File: src/rtl/fpnew_result_reorder.sv
// fpnew_result_reorder
//   Reorder buffer at the consumer end of the FP opgroup result handshake.
//   Issue logic allocates slot indices in order and sends them down as the
//   operation tag. Results come back out of order, keyed by that tag, and
//   retire strictly in allocation order to the writeback port.
//
//   Optional feature macro: FPNEW_REORDER_BYPASS_EN
//     When defined, a result for the PENDING head slot is presented on out_*
//     in the same cycle. If out_ready_i is also high, that slot retires
//     directly and is never stored.
//
// Ports
//   clk_i, rst_i        clock, synchronous active-high reset
//   flush_i             discard all slots (ignores alloc/result/retire)
//   alloc_valid_i/_ready_o, alloc_idx_o   in-order slot allocation
//   res_valid_i/_ready_o, res_idx_i, res_result_i, res_status_i,
//   res_ext_bit_i       returning (out-of-order) results
//   out_valid_o/out_ready_i, out_idx_o, out_result_o, out_status_o,
//   out_ext_bit_o       in-order retire to writeback
//   count_o             allocated slots (PENDING + DONE)
//   err_o               one-cycle pulse: result hit a non-PENDING slot
//   busy_o              count_o != 0
module fpnew_result_reorder #(
  parameter int unsigned Width    = 32,
  parameter int unsigned Depth    = 4,
  parameter int unsigned IdxWidth = $clog2(Depth)
) (
  input  logic                clk_i,
  input  logic                rst_i,
  input  logic                flush_i,
  input  logic                alloc_valid_i,
  output logic                alloc_ready_o,
  output logic [IdxWidth-1:0] alloc_idx_o,
  input  logic                res_valid_i,
  output logic                res_ready_o,
  input  logic [IdxWidth-1:0] res_idx_i,
  input  logic [Width-1:0]    res_result_i,
  input  logic [4:0]          res_status_i,
  input  logic                res_ext_bit_i,
  output logic                out_valid_o,
  input  logic                out_ready_i,
  output logic [IdxWidth-1:0] out_idx_o,
  output logic [Width-1:0]    out_result_o,
  output logic [4:0]          out_status_o,
  output logic                out_ext_bit_o,
  output logic [IdxWidth:0]   count_o,
  output logic                err_o,
  output logic                busy_o
);

  typedef enum logic [1:0] {
    SLOT_FREE,
    SLOT_PENDING,
    SLOT_DONE
  } slot_e;

  localparam logic [IdxWidth:0] PtrOne = {{IdxWidth{1'b0}}, 1'b1};

  slot_e               state_q  [Depth];
  logic [Width-1:0]    data_q   [Depth];
  logic [4:0]          status_q [Depth];
  logic                ext_q    [Depth];

  logic [IdxWidth:0]   head_q, head_d;
  logic [IdxWidth:0]   tail_q, tail_d;
  logic                err_q, err_d;

  logic [IdxWidth-1:0] head_idx, tail_idx;
  logic                full;
  logic                res_pending;
  logic                stored_valid;
  logic                bypass_hit;
  logic                alloc_fire;
  logic                res_write;
  logic                retire_fire;

  assign head_idx = head_q[IdxWidth-1:0];
  assign tail_idx = tail_q[IdxWidth-1:0];
  assign full     = (head_idx == tail_idx) && (head_q[IdxWidth] != tail_q[IdxWidth]);

  assign alloc_ready_o = !full;
  assign alloc_idx_o   = tail_idx;
  assign res_ready_o   = 1'b1;
  assign count_o       = tail_q - head_q;
  assign busy_o        = (count_o != '0);
  assign err_o         = err_q;
  assign out_idx_o     = head_idx;

  always_comb begin
    res_pending  = (state_q[res_idx_i] == SLOT_PENDING);
    stored_valid = (state_q[head_idx] == SLOT_DONE);
    bypass_hit   = 1'b0;
`ifdef FPNEW_REORDER_BYPASS_EN
    // Head can only be PENDING here, so this never overlaps stored_valid.
    bypass_hit   = res_valid_i && res_pending && (res_idx_i == head_idx);
`endif
    out_valid_o   = !flush_i && (stored_valid || bypass_hit);
    out_result_o  = bypass_hit ? res_result_i  : data_q[head_idx];
    out_status_o  = bypass_hit ? res_status_i  : status_q[head_idx];
    out_ext_bit_o = bypass_hit ? res_ext_bit_i : ext_q[head_idx];

    alloc_fire  = alloc_valid_i && !full && !flush_i;
    retire_fire = out_valid_o && out_ready_i;
    // A bypassed result that retires immediately is not written into its slot.
    res_write   = res_valid_i && res_pending && !flush_i && !(bypass_hit && out_ready_i);
    err_d       = res_valid_i && !res_pending && !flush_i;

    head_d = retire_fire ? head_q + PtrOne : head_q;
    tail_d = alloc_fire  ? tail_q + PtrOne : tail_q;
  end

  always_ff @(posedge clk_i) begin
    if (rst_i) begin
      head_q <= '0;
      tail_q <= '0;
      err_q  <= 1'b0;
      for (int unsigned i = 0; i < Depth; i++) begin
        state_q[i[IdxWidth-1:0]]  <= SLOT_FREE;
        data_q[i[IdxWidth-1:0]]   <= '0;
        status_q[i[IdxWidth-1:0]] <= '0;
        ext_q[i[IdxWidth-1:0]]    <= 1'b0;
      end
    end else if (flush_i) begin
      head_q <= '0;
      tail_q <= '0;
      err_q  <= 1'b0;
      for (int unsigned i = 0; i < Depth; i++) begin
        state_q[i[IdxWidth-1:0]] <= SLOT_FREE;
      end
    end else begin
      head_q <= head_d;
      tail_q <= tail_d;
      err_q  <= err_d;
      // Alloc, result and retire always address distinct slots, except a
      // bypassed result retiring in the same cycle, where retire wins.
      if (alloc_fire) begin
        state_q[tail_idx] <= SLOT_PENDING;
      end
      if (res_write) begin
        state_q[res_idx_i]  <= SLOT_DONE;
        data_q[res_idx_i]   <= res_result_i;
        status_q[res_idx_i] <= res_status_i;
        ext_q[res_idx_i]    <= res_ext_bit_i;
      end
      if (retire_fire) begin
        state_q[head_idx] <= SLOT_FREE;
      end
    end
  end

endmodule

File: config.mk
export PLATFORM = sky130hd
export DESIGN_NAME = fpnew_result_reorder
export DESIGN_NICKNAME = d
export VERILOG_FILES = /design/src/rtl/fpnew_result_reorder.sv
export SDC_FILE = /design/constraint.sdc
export NUM_CORES = 1
export LEC_CHECK = 0
export CORE_ASPECT_RATIO = 1.25
export CORE_MARGIN = 2
export CORE_UTILIZATION = 40
export CTS_CLUSTER_DIAMETER = 60
export DETAILED_ROUTE_END_ITERATION = 8
export GPL_ROUTABILITY_DRIVEN = 0
export PLACE_DENSITY = 0.6
export SETUP_SLACK_MARGIN = 0.5
export SLEW_MARGIN = 20
export SYNTH_ARGS = -nofsm -noshare
export SYNTH_HDL_FRONTEND = slang
export SYNTH_SLANG_ARGS = --single-unit
File: constraint.sdc
create_clock -name clk_i -period 4 [get_ports clk_i]
set_input_delay 0.6 -clock clk_i [delete_from_list [all_inputs] [get_ports clk_i]]
set_output_delay 0.6 -clock clk_i [all_outputs]
set_load 0.05 [all_outputs]
# --- Word-level counts from Yosys, hierarchy flattened ---
# Memory sizes are Yosys's and may differ from the RTL's. A register that Yosys moved wholly into a read port is not among the register bits.
# Index checks and enable logic that the tools add are counted.
totals:
  ff_bits: 7
  ramBits: 160
  input_bits: 46
  output_inout_bits: 50
  elab_cells: 85
  n_memories: 4
mem_list:
  columns: ["name", "depth", "width", "rd", "rd_ports_with_merged_regs", "write_ports", "line_no", "source"]
  rows:
  - ["data_q", 4, 32, 1, 1, 4, "60", "logic [Width-1:0] data_q [Depth];"]
  - ["status_q", 4, 5, 1, 1, 4, "61", "logic [4:0] status_q [Depth];"]
  - ["state_q", 4, 2, 2, 1, 4, "59", "slot_e state_q [Depth];"]
  - ["ext_q", 4, 1, 1, 1, 4, "62", "logic ext_q [Depth];"]
classes:
  add_sub_neg: 3
  eq_ne: 4
  muxes: 47
  bitwise_logic: 4
  reduce_logical: 20
op_table:
  columns: ["operator", "count"]
  rows:
  - ["2-to-1 mux 2 bit", 21]
  - ["2-to-1 mux 32 bit", 1]
  - ["OR reduction 32 bit", 1]
  - ["2-to-1 mux 1 bit", 24]
  - ["logical AND 1 bit", 9]
  - ["OR reduction 2 bit", 4]
  - ["adder 3 x 1 -> 3 bit (second input constant)", 2]
  - ["2-to-1 mux 5 bit", 1]
  - ["OR reduction 5 bit", 1]
  - ["bitwise OR 1 bit", 4]
  - ["zero test 1 bit", 3]
  - ["nonzero test 3 bit", 1]
  - ["subtractor 3 bit", 1]
  - ["== test 2 x 1 -> 1 bit (second input constant)", 1]
  - ["== test 2 bit", 1]
  - ["== test 2 bit (second input constant)", 1]
  - ["inequality test 1 bit", 1]
  - ["OR reduction 1 bit", 1]

# --- Longest topological paths before layout ---
depth:
  ltp_word: 11
  mapped_depth: 7
  depth_no_buf: 6

# --- Least setup slack after synthesis ---
# No wires, ideal clock.
synth_path:
  path_type: "register to output"
  startpoint: "register tail_q[0]"
  endpoint: "output port busy_o"
  arrival_time_ps: 2408
  required_time_ps: 3400
  slack_ps: 992
  path_stages_with_launch: 6
  path_buffers: 0
  cell_sequence: "dfxtp_1 > inv_1 > ha_1 > fa_1 > xnor2_1 > or3_1"
synth_via:
  elab_chain_cells: 2
synth_rtl:
  columns: ["element", "line_no", "source"]
  rows:
  - ["start: declaration", "65", "logic [IdxWidth:0] tail_q, tail_d;"]
  - ["start signal: assignment", "132", "tail_q <= tail_d;"]
  - ["subtractor 3 bit", "84", "assign count_o = tail_q - head_q;"]
  - ["net count_o[2]", "46", "output logic [IdxWidth:0] count_o,"]
  - ["nonzero test 3 bit", "85", "assign busy_o = (count_o != '0);"]
  - ["end: declaration", "48", "output logic busy_o"]
# The timed path passes the listed nets, and every way through them passes these cells.

==> flow_summary.json <==
{
  "hold_violations": 0,
  "fp-row-count": 56,
  "synth_edf_count": 152,
  "power_frac_comb_pct": 6.4,
  "tightest_slew_ns": 0.645,
  "dr.pass1.iters": 4,
  "grt_start_max_net_pins": 40,
  "avgRoutedWirePerCell_microns": 19.8,
  "cts-root-buf": "clkbuf_16",
  "cts_buffers": 17,
  "insertion_delay_ns": 0.41,
  "cts_num_sinks": 169,
  "cp_data_arrival_time_ns": 2.70,
  "p_leak_uw": 0.00339,
  "pwr-share-seq_pct": 50.6,
  "synthCells": 486,
  "critPathCapture": "out_result_o[29]",
  "die-area_sq_um": 20300,
  "yosys.area.top_type": "edfxtp_1",
  "ys.flop_type": "edfxtp_1",
  "cts.repair.resized": 0,
  "post-route-min-period_ns": 3.30,
  "cts_buffer_depth": 2,
  "worst_slack_ns": 0.699,
  "fp.dieH_microns": 159,
  "grt_pass1_vias": 4583,
  "vias_per_cell": 5.11,
  "io_pins": 96,
  "die_w_microns": 128,
  "clkPwrFrac_pct": 43.0,
  "drive_gt1_share_pct": 16.7,
  "htree_num_levels": 4,
  "synth_fp_nets": 543,
  "power.internal_uw": 3120,
  "postRouteAntennaNets": 0,
  "reg2reg_to": "data_q[3][7]$_DFFE_PP_",
  "yosys_warnings": 0,
  "syn-cell-area_sq_um": 7650,
  "switchingPower_uw": 813,
  "grt_pass1_wl_microns": 25300,
  "max_freq_mhz": 303,
  "yosysSeqAreaShare_pct": 64.1,
  "cts_hold_buf": 0,
  "post_cts_buffers": 0,
  "power.total_uw": 3930,
  "powerDensity_nw_per_um2": 416,
  "vias": 4214,
  "dp_hpwl_microns": 10200,
  "drv_slew": 0,
  "routed_wl_microns": 16300,
  "finalSetupTns_ns": 0,
  "synthTopCellsByCount": "153 x and2_1, 152 x edfxtp_1, 40 x mux4_2",
  "cap_viol_max_count": 0,
  "synth.area.top_cells": "edfxtp_1 60%, and2_1 13%, mux4_2 12%",
  "outcome": "complete, no violations",
  "first_iter_violations": 243,
  "clock_skew_ns": 0.00924,
  "relSlewSlack_pct": 57.0,
  "synth.most_common_cell": "and2_1",
  "cts.reportedPaths.clkPinSlew_ns": 0.07,
  "finalSetupViolCount": 0,
  "globalRouteOverflowTotal": 0,
  "end_kind": "output port",
  "start_kind": "register",
  "initial_core_util_pct": 40.8,
  "place_ws_ns": 0.968,
  "area_delta_synth_final_pct": 23.2,
  "core-area_sq_um": 18800,
  "r2r_start": "state_q[3][0]$_SDFFE_PP0P_",
  "dpl_cell_area_sq_um": 8820,
  "synth_top_area_share_pct": 59.6,
  "grt_antenna_before_repair": 0,
  "hold_class": "register to register",
  "io_buffers": 94,
  "reg2reg_depth": 5,
  "worstSetupPathType": "register to output port",
  "nNetsFinal": 637,
  "ys_seq_elements": 169,
  "track_usage_pct": 17.1,
  "path_max_fanout": 20,
  "final_cell_area_sq_um": 9430,
  "syn_avg_cell_area_sq_um": 15.7,
  "sw_frac_of_total_pct": 20.7,
  "finalCritPeriodShare_pct": 82.5,
  "fillers": 1612,
  "ff2ff_setup_slack_ns": 1.85,
  "async_reset_ff_share_pct": 0,
  "diodes": 0,
  "synth_cell_types": 43,
  "cts_tree": "built",
  "cp.required_ns": 3.40,
  "drc": 0,
  "ir_drop_mv": 0.277,
  "rsz0062_at_grt": "no"
}
[metal layers]
metal / vias to the layer above / routed length (microns) / GRT usage (%)
li1: 1957 / - / -
met1: 2131 / 6430 / 20.3
met2: 117 / 8910 / 30.2
met3: 9 / 823 / 4.47
met4: 0 / 150 / 6.02
met5: - / 0 / 0
[metrics by stage]
stage	std cells	utilization, %	hold slack [ns]
global route	825	50.2	0.506
finish	825	50.2	0.482
floorplan	486	-	0.447
detailed placement	793	47.0	0.478
global placement	793	47.0	0.468
CTS	825	50.2	0.489
[power groups by stage]
stage,combinational (uW),sequential [uW],clock (uW)
CTS,256,1990,1720
global route,268,1990,1790
global placement,253,2020,0
floorplan,130,2020,0
finish,252,1990,1690
detailed placement,255,2030,0
[final cells by class]
cell class / count / area, sq um / area share, %
Timing Repair Buffer: 107 / 1080 / 11.4
Multi-Input combinational cell: 276 / 2510 / 26.6
Clock buffer: 19 / 433 / 4.59
Clock inverter: 13 / 175 / 1.86
Sequential cell: 169 / 4910 / 52.0
Tap cell: 232 / 290 / 3.08
Inverter: 9 / 33.8 / 0.358
[registers in the layout, indices dropped and copies added (netlist names), named ones only]
signal	flops
tail_q	3
state_q	8
data_q	128
status_q	20
head_q	3
err_o	1
ext_q	4
[cell usage in the layout, fill, tap and decap left out, types with 5 or more instances in the layout]
cell type        Yosys  final
buf_4                9     10
clkdlybuf4s50_1      0     93
clkinv_2             0      5
or2_2                5      5
clkbuf_16            0     17
nand2_1             11     11
edfxtp_1           152    152
and2_1             153    153
ha_1                10     10
mux4_2              40     40
nand2b_1             7      7
inv_1                8      8
dfxtp_1             17     15
nor2_1               9      9
[cell families (layout without fill, tap and decap cells)]
| logic type | count (synthesis) | in the layout | share of synthesized area [%] |
|---|---|---|---|
| other cells | 1 | 1 | 0.0490 |
| fa+ha+maj | 11 | 11 | 1.90 |
| buf+inv | 41 | 148 | 3.15 |
| compound gates | 20 | 20 | 1.95 |
| flops | 169 | 169 | 64.1 |
| mux | 43 | 43 | 12.2 |
| simple gates | 197 | 197 | 16.2 |
| xor+xnor | 4 | 4 | 0.458 |
[critical path: stages, from the launching register on]
cell             delay (ns)
dfxtp_4                0.62
buf_4                  0.34
mux4_2                 0.58
clkdlybuf4s50_1        0.73
[worst min path at each step]
stage                                           from                          to  slack (ns)  depth (start not counted)
after floorplan           state_q[3][0]$_SDFFE_PP0P_  state_q[3][0]$_SDFFE_PP0P_        0.45                          2
after global placement    state_q[3][0]$_SDFFE_PP0P_  state_q[3][0]$_SDFFE_PP0P_        0.47                          2
after detailed placement  state_q[3][0]$_SDFFE_PP0P_  state_q[3][0]$_SDFFE_PP0P_        0.48                          2
after CTS                 state_q[3][0]$_SDFFE_PP0P_  state_q[3][0]$_SDFFE_PP0P_        0.49                          2
after global routing      state_q[3][0]$_SDFFE_PP0P_  state_q[3][0]$_SDFFE_PP0P_        0.51                          2
final                     state_q[3][0]$_SDFFE_PP0P_  state_q[3][0]$_SDFFE_PP0P_        0.48                          2
(Power assumes the default switching activity.)
